==> config.mk <==
export PLATFORM = sky130hd
export DESIGN_NAME = sub_serial
export DESIGN_NICKNAME = d
export VERILOG_FILES = /design/src/rtl/arith_obfs_pkg.sv /design/src/rtl/serial_sub_cell.sv /design/src/rtl/sub_serial.sv
export SDC_FILE = /design/constraint.sdc
export NUM_CORES = 1
export LEC_CHECK = 0
export ABC_AREA = 0
export CAP_MARGIN = 20
export CORE_ASPECT_RATIO = 1.5
export CORE_MARGIN = 2
export CORE_UTILIZATION = 25
export DETAILED_ROUTE_END_ITERATION = 8
export PLACE_DENSITY = 0.49
export SLEW_MARGIN = 0
export SYNTH_ARGS = -nofsm -noshare
export SYNTH_HDL_FRONTEND = slang
export SYNTH_SLANG_ARGS = --single-unit
==> constraint.sdc <==
create_clock -name clk -period 1.56 [get_ports clk]
set_input_delay 0.234 -clock clk [delete_from_list [all_inputs] [get_ports clk]]
set_output_delay 0.234 -clock clk [all_outputs]
set_load 0.03 [all_outputs]
==> src/rtl/arith_obfs_pkg.sv <==
// Shared definitions for the obfuscated bit-serial arithmetic blocks (adder/subtractor).
package arith_obfs_pkg;

    typedef enum logic [1:0] {
        ST_IDLE = 2'd0,
        ST_SUB  = 2'd1,
        ST_DONE = 2'd2,
        ST_LOCK = 2'd3
    } state_e;

    // The serial adder's ADD state shares the SUB encoding.
    localparam state_e ST_ADD = ST_SUB;

    localparam logic [7:0] A_MASK_DEF = 8'h64;
    localparam logic [7:0] B_MASK_DEF = 8'hBA;
    localparam logic [1:0] LOCK_DEF   = 2'd3;

endpackage

==> src/rtl/serial_sub_cell.sv <==
// Combinational 1-bit full subtractor: d = x - y - bin, bout = borrow out.
module serial_sub_cell (
    input  logic x,
    input  logic y,
    input  logic bin,
    output logic d,
    output logic bout
);

    assign d    = x ^ y ^ bin;
    assign bout = (~x & y) | (~(x ^ y) & bin);

endmodule

==> src/rtl/sub_serial.sv <==
// Bit-serial subtractor with scrambled operand load and key-gated LOCK/SUB control.
module sub_serial
    import arith_obfs_pkg::*;
#(
    parameter int unsigned      WIDTH  = 8,
    parameter logic [WIDTH-1:0] A_MASK = WIDTH'(A_MASK_DEF),
    parameter logic [WIDTH-1:0] B_MASK = WIDTH'(B_MASK_DEF),
    parameter logic [1:0]       LOCK   = LOCK_DEF
) (
    input  logic             clk,
    input  logic             rst,
    input  logic             en,
    input  logic [WIDTH-1:0] a,
    input  logic [WIDTH-1:0] b,
    input  logic [1:0]       key,
    output logic [WIDTH-1:0] out,
    output logic             borrow_out,
    output logic             done
);

    localparam int unsigned   CW   = (WIDTH > 1) ? $clog2(WIDTH) : 1;
    localparam logic [CW-1:0] LAST = CW'(WIDTH - 1);

    state_e           state_q;
    logic [WIDTH-1:0] a_q;
    logic [WIDTH-1:0] b_q;
    logic [WIDTH-1:0] out_q;
    logic             borrow_q;
    logic [CW-1:0]    count_q;
    logic             diff_c;
    logic             bout_c;

    serial_sub_cell u_cell (
        .x   (a_q[0]),
        .y   (b_q[0]),
        .bin (borrow_q),
        .d   (diff_c),
        .bout(bout_c)
    );

    // Control FSM and LSB-first shift datapath.
    always_ff @(posedge clk or posedge rst) begin
        if (rst) begin
            state_q  <= ST_IDLE;
            a_q      <= '0;
            b_q      <= '0;
            out_q    <= '0;
            borrow_q <= 1'b0;
            count_q  <= '0;
        end else begin
            case (state_q)
                ST_IDLE: begin
                    if (en) begin
                        a_q      <= a ^ A_MASK;
                        b_q      <= b ^ B_MASK;
                        out_q    <= '0;
                        borrow_q <= 1'b0;
                        count_q  <= '0;
                        state_q  <= state_e'(LOCK);
                    end
                end
                state_e'(LOCK): begin
                    state_q <= key[0] ? ST_SUB : ST_IDLE;
                end
                ST_SUB: begin
                    out_q    <= {diff_c, out_q[WIDTH-1:1]};
                    borrow_q <= bout_c;
                    a_q      <= a_q >> 1;
                    b_q      <= b_q >> 1;
                    count_q  <= count_q + CW'(1);
                    // Completing the last bit wins over a dropped key[1].
                    if (count_q == LAST) begin
                        state_q <= ST_DONE;
                    end else if (!key[1]) begin
                        state_q <= ST_IDLE;
                    end
                end
                ST_DONE: begin
                    if (en) begin
                        state_q <= ST_IDLE;
                    end
                end
                default: state_q <= ST_IDLE;
            endcase
        end
    end

    assign out        = out_q;
    assign borrow_out = borrow_q;
    assign done       = (state_q == ST_DONE);

endmodule

==> results of run 1 <==
state kept, by name, indices dropped and copies added (netlist names):
signal      count
state_q         2
borrow_out      1
b_q             8
count_q         3
out             8
a_q             8
logic make-up (layout without fill, tap and decap cells):
logic type	count (synthesis)	in the layout	synth area share
AOI/OAI and AO/OA	41	41	0.2245
and+or+nand+nor	36	36	0.1260
DFF	30	30	0.5324
buffers and inverters	15	50	0.07187
adders and majority gates	3	3	0.03194
xor gates and xnor gates	1	1	0.006212
muxes	1	1	0.007099
power by group:
group | internal (W) | leakage, nW | switching (W)
sequential | 0.00112 | 0.378 | 0.000261
clock | 0.000445 | 0.0575 | 0.000287
combinational | 0.000698 | 0.425 | 0.000911
area by class of cell:
type,instances,share of cell area
multi-input cells,82,0.2974
well taps,70,0.04627
flip-flops and latches,30,0.3966
clock buffers,8,0.05816
inverters,4,0.007931
repair buffers,38,0.1937
synthesized netlist by cell type:
library cell  instances
a22o_1               10
inv_1                 3
fa_1                  1
a22oi_1               1
nor2_2                1
buf_4                 5
nand2_1               9
o31ai_1               9
nand3_1               1
buf_2                 3
dfrtp_1              30
o21ai_1               2
mux2i_1               1
inv_2                 1
o21bai_1              1
xnor2_1               1
a211oi_1              1
a221o_1               7
ha_1                  2
nor2_1                2
nor3_2                1
nand2b_1              3
nor3_1               18
buf_6                 3
o21ai_0               3
nor2b_1               1
o22ai_1               7
metrics by stage:
| stage | TNS [ns] | instances | hold WS (ns) | worst slack [ns] |
|---|---|---|---|---|
| 6_report | 0 | 232 | 0.3371 | 0.07200 |
| 3_5_place_dp | -0.07095 | 224 | 0.4794 | -0.04281 |
| 2_1_floorplan | 0 | 127 | 0.3248 | 0.1982 |
| 4_1_cts | 0 | 232 | 0.3557 | 0.0007150 |
| 3_3_place_gp | 0 | 224 | 0.4730 | 0.01756 |
| 5_1_grt | 0 | 232 | 0.3834 | 0.007773 |
worst max-delay path: stages, from the launching register on:
cell and delay, ns:
dfrtp_1 0.42, buf_12 0.17, inv_2 0.16, nor2_2 0.05
buf_4 0.17
path summary, 6_finish.rpt:
path | start | to | slack, ns | depth (start not counted)
min in group clk | count_q[0] | count_q[0] | 0.48 | 1
setup reg to reg | state_q[1] | a_q[0] | 0.15 | 4
hold reg to reg | count_q[0] | count_q[0] | 0.48 | 1
hold / removal | rst | b_q[1] | 0.34 | 3
setup / recovery | state_q[1] | done | 0.07 | 4
max in group asynchronous | rst | count_q[2] | 0.94 | 3
layer usage:
metal  up-vias  part of all wire  GRT usage
met1       564              0.43     0.1486
met4         0            0.0085    0.03125
met2        45              0.50     0.1947
met5         -                 0          0
li1        547                 -          -
met3         5             0.063    0.03743
repair_timing:
| action | in CTS | in global routing |
|---|---|---|
| pin swaps | 0 | 0 |
| endpoints found under the setup margin | 7 | 13 |
| gates cloned | 0 | 0 |
| resized for setup | 7 | 4 |
layout by cell type (no fill, tap or decap), types with 2 or more instances in the layout:
cell type / count
a221o_1: 7
a22o_1: 10
buf_4: 8
clkbuf_8: 8
clkdlybuf4s50_1: 20
dfrtp_1: 30
dlygate4sd2_1: 7
dlymetal6s2s_1: 2
ha_1: 2
inv_1: 3
nand2_1: 9
nand2b_1: 3
nor2_2: 2
nor3_1: 18
o21ai_0: 3
o21ai_1: 2
o22ai_1: 7
o31ai_1: 9
==> impl_metrics.env, run 1 <==
export IMPL_hold_buffers=0
export IMPL_clk_pin_slew_worst_paths_ns=0.07
export IMPL_skew_ns=0.008183
export IMPL_status="complete, no violations"
export IMPL_num_rows=33
export IMPL_vias=1161
export IMPL_leakage_nw=0.8610
export IMPL_n_fill_cell=572
export IMPL_start_util=0.2587
export IMPL_io_buffers=30
export IMPL_avgSynthCellArea_um2=11.10
export IMPL_antenna_found_initial=0
export IMPL_drive_gt1_frac=0.1358
export IMPL_area_growth_pct=34.25
export IMPL_path_class="flop to primary output"
export IMPL_drc=0
export IMPL_synth_area_um2=1410
export IMPL_overflow=0
export IMPL_yosysSeqAreaShare=0.5324
export IMPL_routed_wl_um=3303
export IMPL_cts_sinks=30
export IMPL_peakVddDrop_mv=0.6973
export IMPL_viasPerCell=5.004
export IMPL_floorplan_core_area_um2=5450
export IMPL_insertion_delay_ns=0.28
export IMPL_rsz0062_at_grt="no"
export IMPL_stdcell_area_um2=1893
export IMPL_synth_seq_cells=30
export IMPL_cts_tree="yes"
export IMPL_ios=31
export IMPL_maxCapViolations=0
export IMPL_numCtsBuffers=5
export IMPL_required_ns=1.33
export IMPL_cts_root_buf="clkbuf_8"
export IMPL_path_max_fanout=23
export IMPL_synth_area_leader_cell="dfrtp_1"
export IMPL_power_density_nw_per_um2=1966
export IMPL_hold_class="input pin to asynchronous set/reset pin"
export IMPL_dieArea_um2=6269
export IMPL_seqCellArea_um2=750.7
export IMPL_grt_pass1_wl_um=5658
export IMPL_die_h_um=95.98
export IMPL_num_nets_final=185
export IMPL_die_x_um=65.32
export IMPL_drt_pass1_iter_count=4
export IMPL_fin_util=0.3473
export IMPL_htreeDepth=2
export IMPL_finalHoldViolCount=0
export IMPL_finalCritPeriodShare=0.9538
export IMPL_clockBufferDepth=2
export IMPL_gp_congestion=0.7272
export IMPL_ys_top_cells_by_area="dfrtp_1 (53%), nor3_1 (6.4%), a22o_1 (6.2%)"
export IMPL_finalCriticalPeriod_ns=1.488
export IMPL_placed_area_um2=1782
export IMPL_synthCells=127
export IMPL_multi_input_area_um2=563.0
export IMPL_drtIter0Drc=62
export IMPL_dpl_hpwl_um=2320
export IMPL_wl_per_cell_um=14.24
export IMPL_grt_max_degree=31
export IMPL_post_cts_buffers=0
export IMPL_ant_nets=0
export IMPL_diodes=0
export IMPL_finalPower_w=0.003721
export IMPL_worst_pin_slew_ns=0.4268
export IMPL_first_global_vias=1159
export IMPL_synth_distinct_cells=27
export IMPL_syn_num_nets=151
export IMPL_crit_path_end_kind="primary output"
export IMPL_critPathArrivalTime_ns=1.25
export IMPL_synth_top_area_frac=0.5324
export IMPL_timing_final_max_slew_violations=0
export IMPL_ys_warn_count=0
export IMPL_setup_viol=0
export IMPL_timing_fmax_ghz=0.6720
export IMPL_max_slew_margin=0.7142
export IMPL_grt_use_total=0.1179
export IMPL_cp_start_kind="flop"
Note: power is estimated with default switching activity, not from simulation.
==> inputs of run 2 (changes only) <==
CORE_MARGIN = default   (was 2)
SETUP_SLACK_MARGIN = 0.05   (was default)
==> run 2 against run 1 <==
Sequential share of layout area rose by 0.67 points. Worst setup slack improved by 0.075 ns. Fmax rose by 5.3%. Via count fell by 3.7%. Utilization fell by 0.57 points. Die area fell by 5.1%. Power fell by 4.5%. Non-clock buffer count rose by 1. Critical path depth did not move. Hold slack improved by 0.0039 ns.
==> impl_metrics.env, run 2 (synthesis results as in run 1) <==
export IMPL_path_max_fanout=23
export IMPL_htreeDepth=2
export IMPL_cp_cell_sequence="buf_12 > inv_4 > nor2_2 > buf_4"
export IMPL_cp_start_kind="flop"
export IMPL_setup_viol=0
export IMPL_finalCriticalPeriod_ns=1.413
export IMPL_wl_per_cell_um=13.66
export IMPL_required_ns=1.33
export IMPL_power_density_nw_per_um2=1909
export IMPL_drtIter0Drc=54
export IMPL_worstRegToRegCells=4
export IMPL_overflow=0
export IMPL_dpl_cell_count=224
export IMPL_diodes=0
export IMPL_worst_path_buf_inv=3
export IMPL_drive_gt1_frac=0.1235
export IMPL_ff2ff_setup_slack_ns=0.18
export IMPL_skew_ns=0.002588
export IMPL_peakVddDrop_mv=0.6091
export IMPL_ios=31
export IMPL_reg2reg_to="a_q[0]"
export IMPL_die_h_um=93.98
export IMPL_n_fill_cell=590
export IMPL_vias=1118
export IMPL_path_class="flop to primary output"
export IMPL_leakage_nw=0.8211
export IMPL_timing_final_max_slew_violations=0
export IMPL_antenna_found_initial=0
export IMPL_crit_path_start="state_q[1]"
export IMPL_num_nets_final=186
export IMPL_slowest_delay_ns=0.41
export IMPL_fin_tns_setup_ns=0
export IMPL_hold_class="input pin to asynchronous set/reset pin"
export IMPL_dpl_hpwl_um=2260
export IMPL_worstSetupPathDepth=4
export IMPL_setup_worst_path_end="done"
export IMPL_numCtsBuffers=5
export IMPL_worst_pin_slew_ns=0.4342
export IMPL_drt_pass1_iter_count=4
export IMPL_status="complete, no violations"
export IMPL_finalPower_w=0.003555
export IMPL_gp_congestion=0.7476
export IMPL_cts_sinks=30
export IMPL_max_slew_margin=0.7105
export IMPL_rsz0062_at_grt="no"
export IMPL_dieArea_um2=5951
export IMPL_fin_util=0.3416
export IMPL_cts_root_buf="clkbuf_8"
export IMPL_clockBufferDepth=2
export IMPL_timing_fmax_ghz=0.7076
export IMPL_final_cell_mix="dfrtp_1 (30), clkdlybuf4s50_1 (20), nor3_1 (18)"
export IMPL_num_rows=33
export IMPL_drc=0
export IMPL_floorplan_core_area_um2=5450
export IMPL_finalHoldViolCount=0
export IMPL_first_global_vias=1177
export IMPL_final_common_cell="dfrtp_1"
export IMPL_grt_use_total=0.1196
export IMPL_ant_nets=0
export IMPL_critPathArrivalTime_ns=1.18
export IMPL_area_growth_pct=32.03
export IMPL_viasPerCell=4.819
export IMPL_die_x_um=63.32
export IMPL_fin_cells=232
export IMPL_start_util=0.2587
export IMPL_hold_buffers=0
export IMPL_insertion_delay_ns=0.27
export IMPL_cp_slowest_cell="dfrtp_1"
export IMPL_grt_max_degree=31
export IMPL_clk_pin_slew_worst_paths_ns=0.06
export IMPL_maxCapViolations=0
export IMPL_cts_tree="yes"
export IMPL_crit_path_end_kind="primary output"
export IMPL_io_buffers=30
export IMPL_grt_pass1_wl_um=5457
export IMPL_reg2reg_from="state_q[1]"
export IMPL_finalCritPeriodShare=0.9060
export IMPL_crit_family="buffers and inverters"
export IMPL_routed_wl_um=3170
[run 2: cell count changes in the layout (fill, tap and decap cells not counted)]
cell            change
clkbuf_8            -3
clkbuf_1            +2
dlygate4sd2_1       +2
dlymetal6s2s_1      -2
buf_4               +1
inv_2               -1
inv_4               +1
[run 2: worst min path at each step]
| stage | from | endpoint | slack [ns] | cells after the start |
|---|---|---|---|---|
| after floorplan | rst | a_q[0] | 0.32 | 1 |
| after global placement | count_q[0] | count_q[0] | 0.47 | 1 |
| final | rst | a_q[1] | 0.34 | 3 |
| after global routing | rst | a_q[1] | 0.41 | 3 |
| after detailed placement | count_q[0] | count_q[0] | 0.48 | 1 |
| after CTS | rst | b_q[4] | 0.35 | 3 |
[run 2: cell type report]
cell class                 count  area [um2]  share of cell area
timing repair buffer          39       366.6              0.1969
multi-input combinational     82       563.0              0.3024
sequential                    30       750.7              0.4032
clock buffer                   7       76.32             0.04099
inverter                       4       17.52            0.009409
tap                           70       87.58             0.04704
[run 2: per-stage QoR]
step / cell area, um2 / setup slack [ns] / hold slack, ns
global route: 1862 / 0.06303 / 0.4134
global placement: 1782 / -0.02451 / 0.4690
floorplan: 1410 / 0.1982 / 0.3248
CTS: 1849 / 0.04587 / 0.3489
finish: 1862 / 0.1467 / 0.3409
detailed placement: 1782 / -0.04976 / 0.4760
[run 2: routing by layer]
metal / vias up / track usage / part of all wire / wire, um
met5: - / 0 / 0 / 0
li1: 546 / - / - / -
met4: 0 / 0.03977 / 0.011 / 35
met1: 539 / 0.1333 / 0.45 / 1415
met3: 5 / 0.03277 / 0.037 / 118
met2: 28 / 0.2154 / 0.51 / 1601
[run 2: repair_timing]
item                                    4_1_cts  5_1_grt
endpoints found under the setup margin       19        2
setup buffers                                 0        1
gates resized for setup                      10        2
[run 2: worst register-to-register path: stages (launching register included)]
cell and delay, ns:
dfrtp_1 0.39, buf_12 0.17, nand2b_1 0.40, o22ai_1 0.15, a211oi_1 0.18
[run 2: power breakdown]
group | internal, W | switching [W]
registers | 0.00112 | 0.000259
clock network | 0.000306 | 0.000255
logic | 0.000705 | 0.000909
==> inputs of run 3 (changes only) <==
REMOVE_ABC_BUFFERS = 1   (was default)
==> run 3 against run 2 <==
Critical path depth decreased by 1. Flip-flop and latch count is the same. Hold slack better by 0.0028 ns. Routed wire length grew 7.7%. Final area is 3.1% higher. Die area did not move. First-iteration DRC count fell by 33%. Power is 4.5% higher. Global-route usage increased by 0.28 points. Non-clock buffer count increased by 6. Clock power increased by 12%. Sequential power is 4% higher. Critical endpoint unchanged. Largest cell class unchanged. Highest routed layer unchanged.
==> impl_metrics.env, run 3 (synthesis results as in run 1) <==
export IMPL_seqCellArea_um2=750.7
export IMPL_ant_nets=0
export IMPL_reg2reg_from="state_q[0]"
export IMPL_crit_family="flip-flops"
export IMPL_num_rows=33
export IMPL_post_cts_buffers=0
export IMPL_viasPerCell=4.929
export IMPL_maxCapViolations=0
export IMPL_leakage_nw=0.8594
export IMPL_fin_cells=239
export IMPL_whs_ns=0.3438
export IMPL_ios=31
export IMPL_ff2ff_setup_slack_ns=0.17
export IMPL_reg2reg_to="a_q[5]"
export IMPL_floorplan_core_area_um2=5450
export IMPL_gp_congestion=0.8564
export IMPL_wl_per_cell_um=14.28
export IMPL_dieArea_um2=5951
export IMPL_hold_buffers=0
export IMPL_finalPower_w=0.003716
export IMPL_numCtsBuffers=5
export IMPL_overflow=0
export IMPL_timing_fmax_ghz=0.7076
export IMPL_finalHoldViolCount=0
export IMPL_use_met1=0.1354
export IMPL_setup_viol=0
export IMPL_grt_busiest_layer="met2"
export IMPL_cp_cell_sequence="inv_2 > nor2_1 > buf_12"
export IMPL_num_nets_final=192
export IMPL_slowest_delay_ns=0.51
export IMPL_finalCritPeriodShare=0.9059
export IMPL_first_global_vias=1189
export IMPL_cts_root_buf="clkbuf_8"
export IMPL_worst_pin_slew_ns=0.3886
export IMPL_antenna_found_initial=0
export IMPL_dpl_cell_count=231
export IMPL_critPathArrivalTime_ns=1.18
export IMPL_fin_tns_setup_ns=0
export IMPL_drive_gt1_frac=0.1538
export IMPL_max_slew_margin=0.7410
export IMPL_required_ns=1.33
export IMPL_timing_final_max_slew_violations=0
export IMPL_fin_util=0.3522
export IMPL_drc=0
export IMPL_met2_usage=0.2190
export IMPL_skew_ns=0.003610
export IMPL_cp_start_kind="flop"
export IMPL_cts_tree="yes"
export IMPL_cts_sinks=30
export IMPL_die_h_um=93.98
export IMPL_drtIter0Drc=36
export IMPL_peakVddDrop_mv=0.5606
export IMPL_grt_use_total=0.1223
export IMPL_io_buffers=30
export IMPL_diodes=0
export IMPL_crit_path_end_kind="primary output"
export IMPL_dpl_hpwl_um=2559
export IMPL_path_class="flop to primary output"
export IMPL_clockBufferDepth=2
export IMPL_status="complete, no violations"
export IMPL_cp_slowest_cell="dfrtp_1"
export IMPL_area_growth_pct=36.11
export IMPL_met3_usage=0.02549
export IMPL_grt_max_degree=31
export IMPL_insertion_delay_ns=0.27
export IMPL_grt_pass1_wl_um=5485
export IMPL_rsz0062_at_grt="no"
export IMPL_power_density_nw_per_um2=1936
export IMPL_vias=1178
export IMPL_htreeDepth=2
export IMPL_routed_wl_um=3414
export IMPL_worst_path_buf_inv=2
export IMPL_start_util=0.2587
export IMPL_multi_input_area_um2=563.0
export IMPL_drt_pass1_iter_count=4
export IMPL_finalCriticalPeriod_ns=1.413
export IMPL_clk_pin_slew_worst_paths_ns=0.06
export IMPL_worstRegToRegCells=3
export IMPL_final_common_cell="dfrtp_1"
export IMPL_hold_class="input pin to asynchronous set/reset pin"
export IMPL_die_x_um=63.32
export IMPL_final_cell_mix="dfrtp_1 (30), clkdlybuf4s50_1 (20), nor3_1 (18)"
export IMPL_path_max_fanout=8
export IMPL_n_fill_cell=581
==> run 3: per-stage QoR <==
step / instance area, um2 / setup slack [ns]
after floorplan: 1324 / -0.1216
after CTS: 1914 / 0.1263
after global placement: 1834 / 0.06239
final: 1919 / 0.1467
after global routing: 1919 / 0.08691
after detailed placement: 1834 / 0.007274
==> run 3: timing repair <==
action | CTS | global route
resized for setup | 9 | 1
endpoints found under the setup margin | 9 | 1
gates cloned | 0 | 0
==> run 3: layer usage <==
layer / vias up / share of wire
li1: 558 / -
met2: 27 / 0.53
met1: 586 / 0.41
met5: - / 0
met4: 0 / 0.026
met3: 7 / 0.029
==> run 3: area by class of cell <==
class	instances	area share
clock buffers	7	0.04498
clock inverters	1	0.002608
flip-flops and latches	30	0.3911
multi-input cells	82	0.2934
inverters	4	0.007823
well taps	70	0.04563
repair buffers	45	0.2145
==> run 3: worst max-delay path by stage <==
stage	startpoint	endpoint	slack [ns]	cells after the start
finish	state_q[1]	done	0.15	3
global route	state_q[1]	done	0.09	3
CTS	state_q[0]	b_q[7]	0.13	4
detailed placement	en	a_q[5]	0.007	4
global placement	en	b_q[1]	0.06	4
floorplan	state_q[0]	a_q[2]	-0.12	2
==> run 3: where the power goes <==
part,leakage (nW),switching (W),total [W],internal [W]
combinational,0.433,0.000875,0.00166,0.000784
clock,0.0482,0.000271,0.000626,0.000355
sequential,0.378,0.000310,0.00143,0.00112
==> run 3: tightest hold or removal path, stage by stage <==
cell and delay [ns]:
clkdlybuf4s50_1 0.40, inv_1 0.05, buf_4 0.34
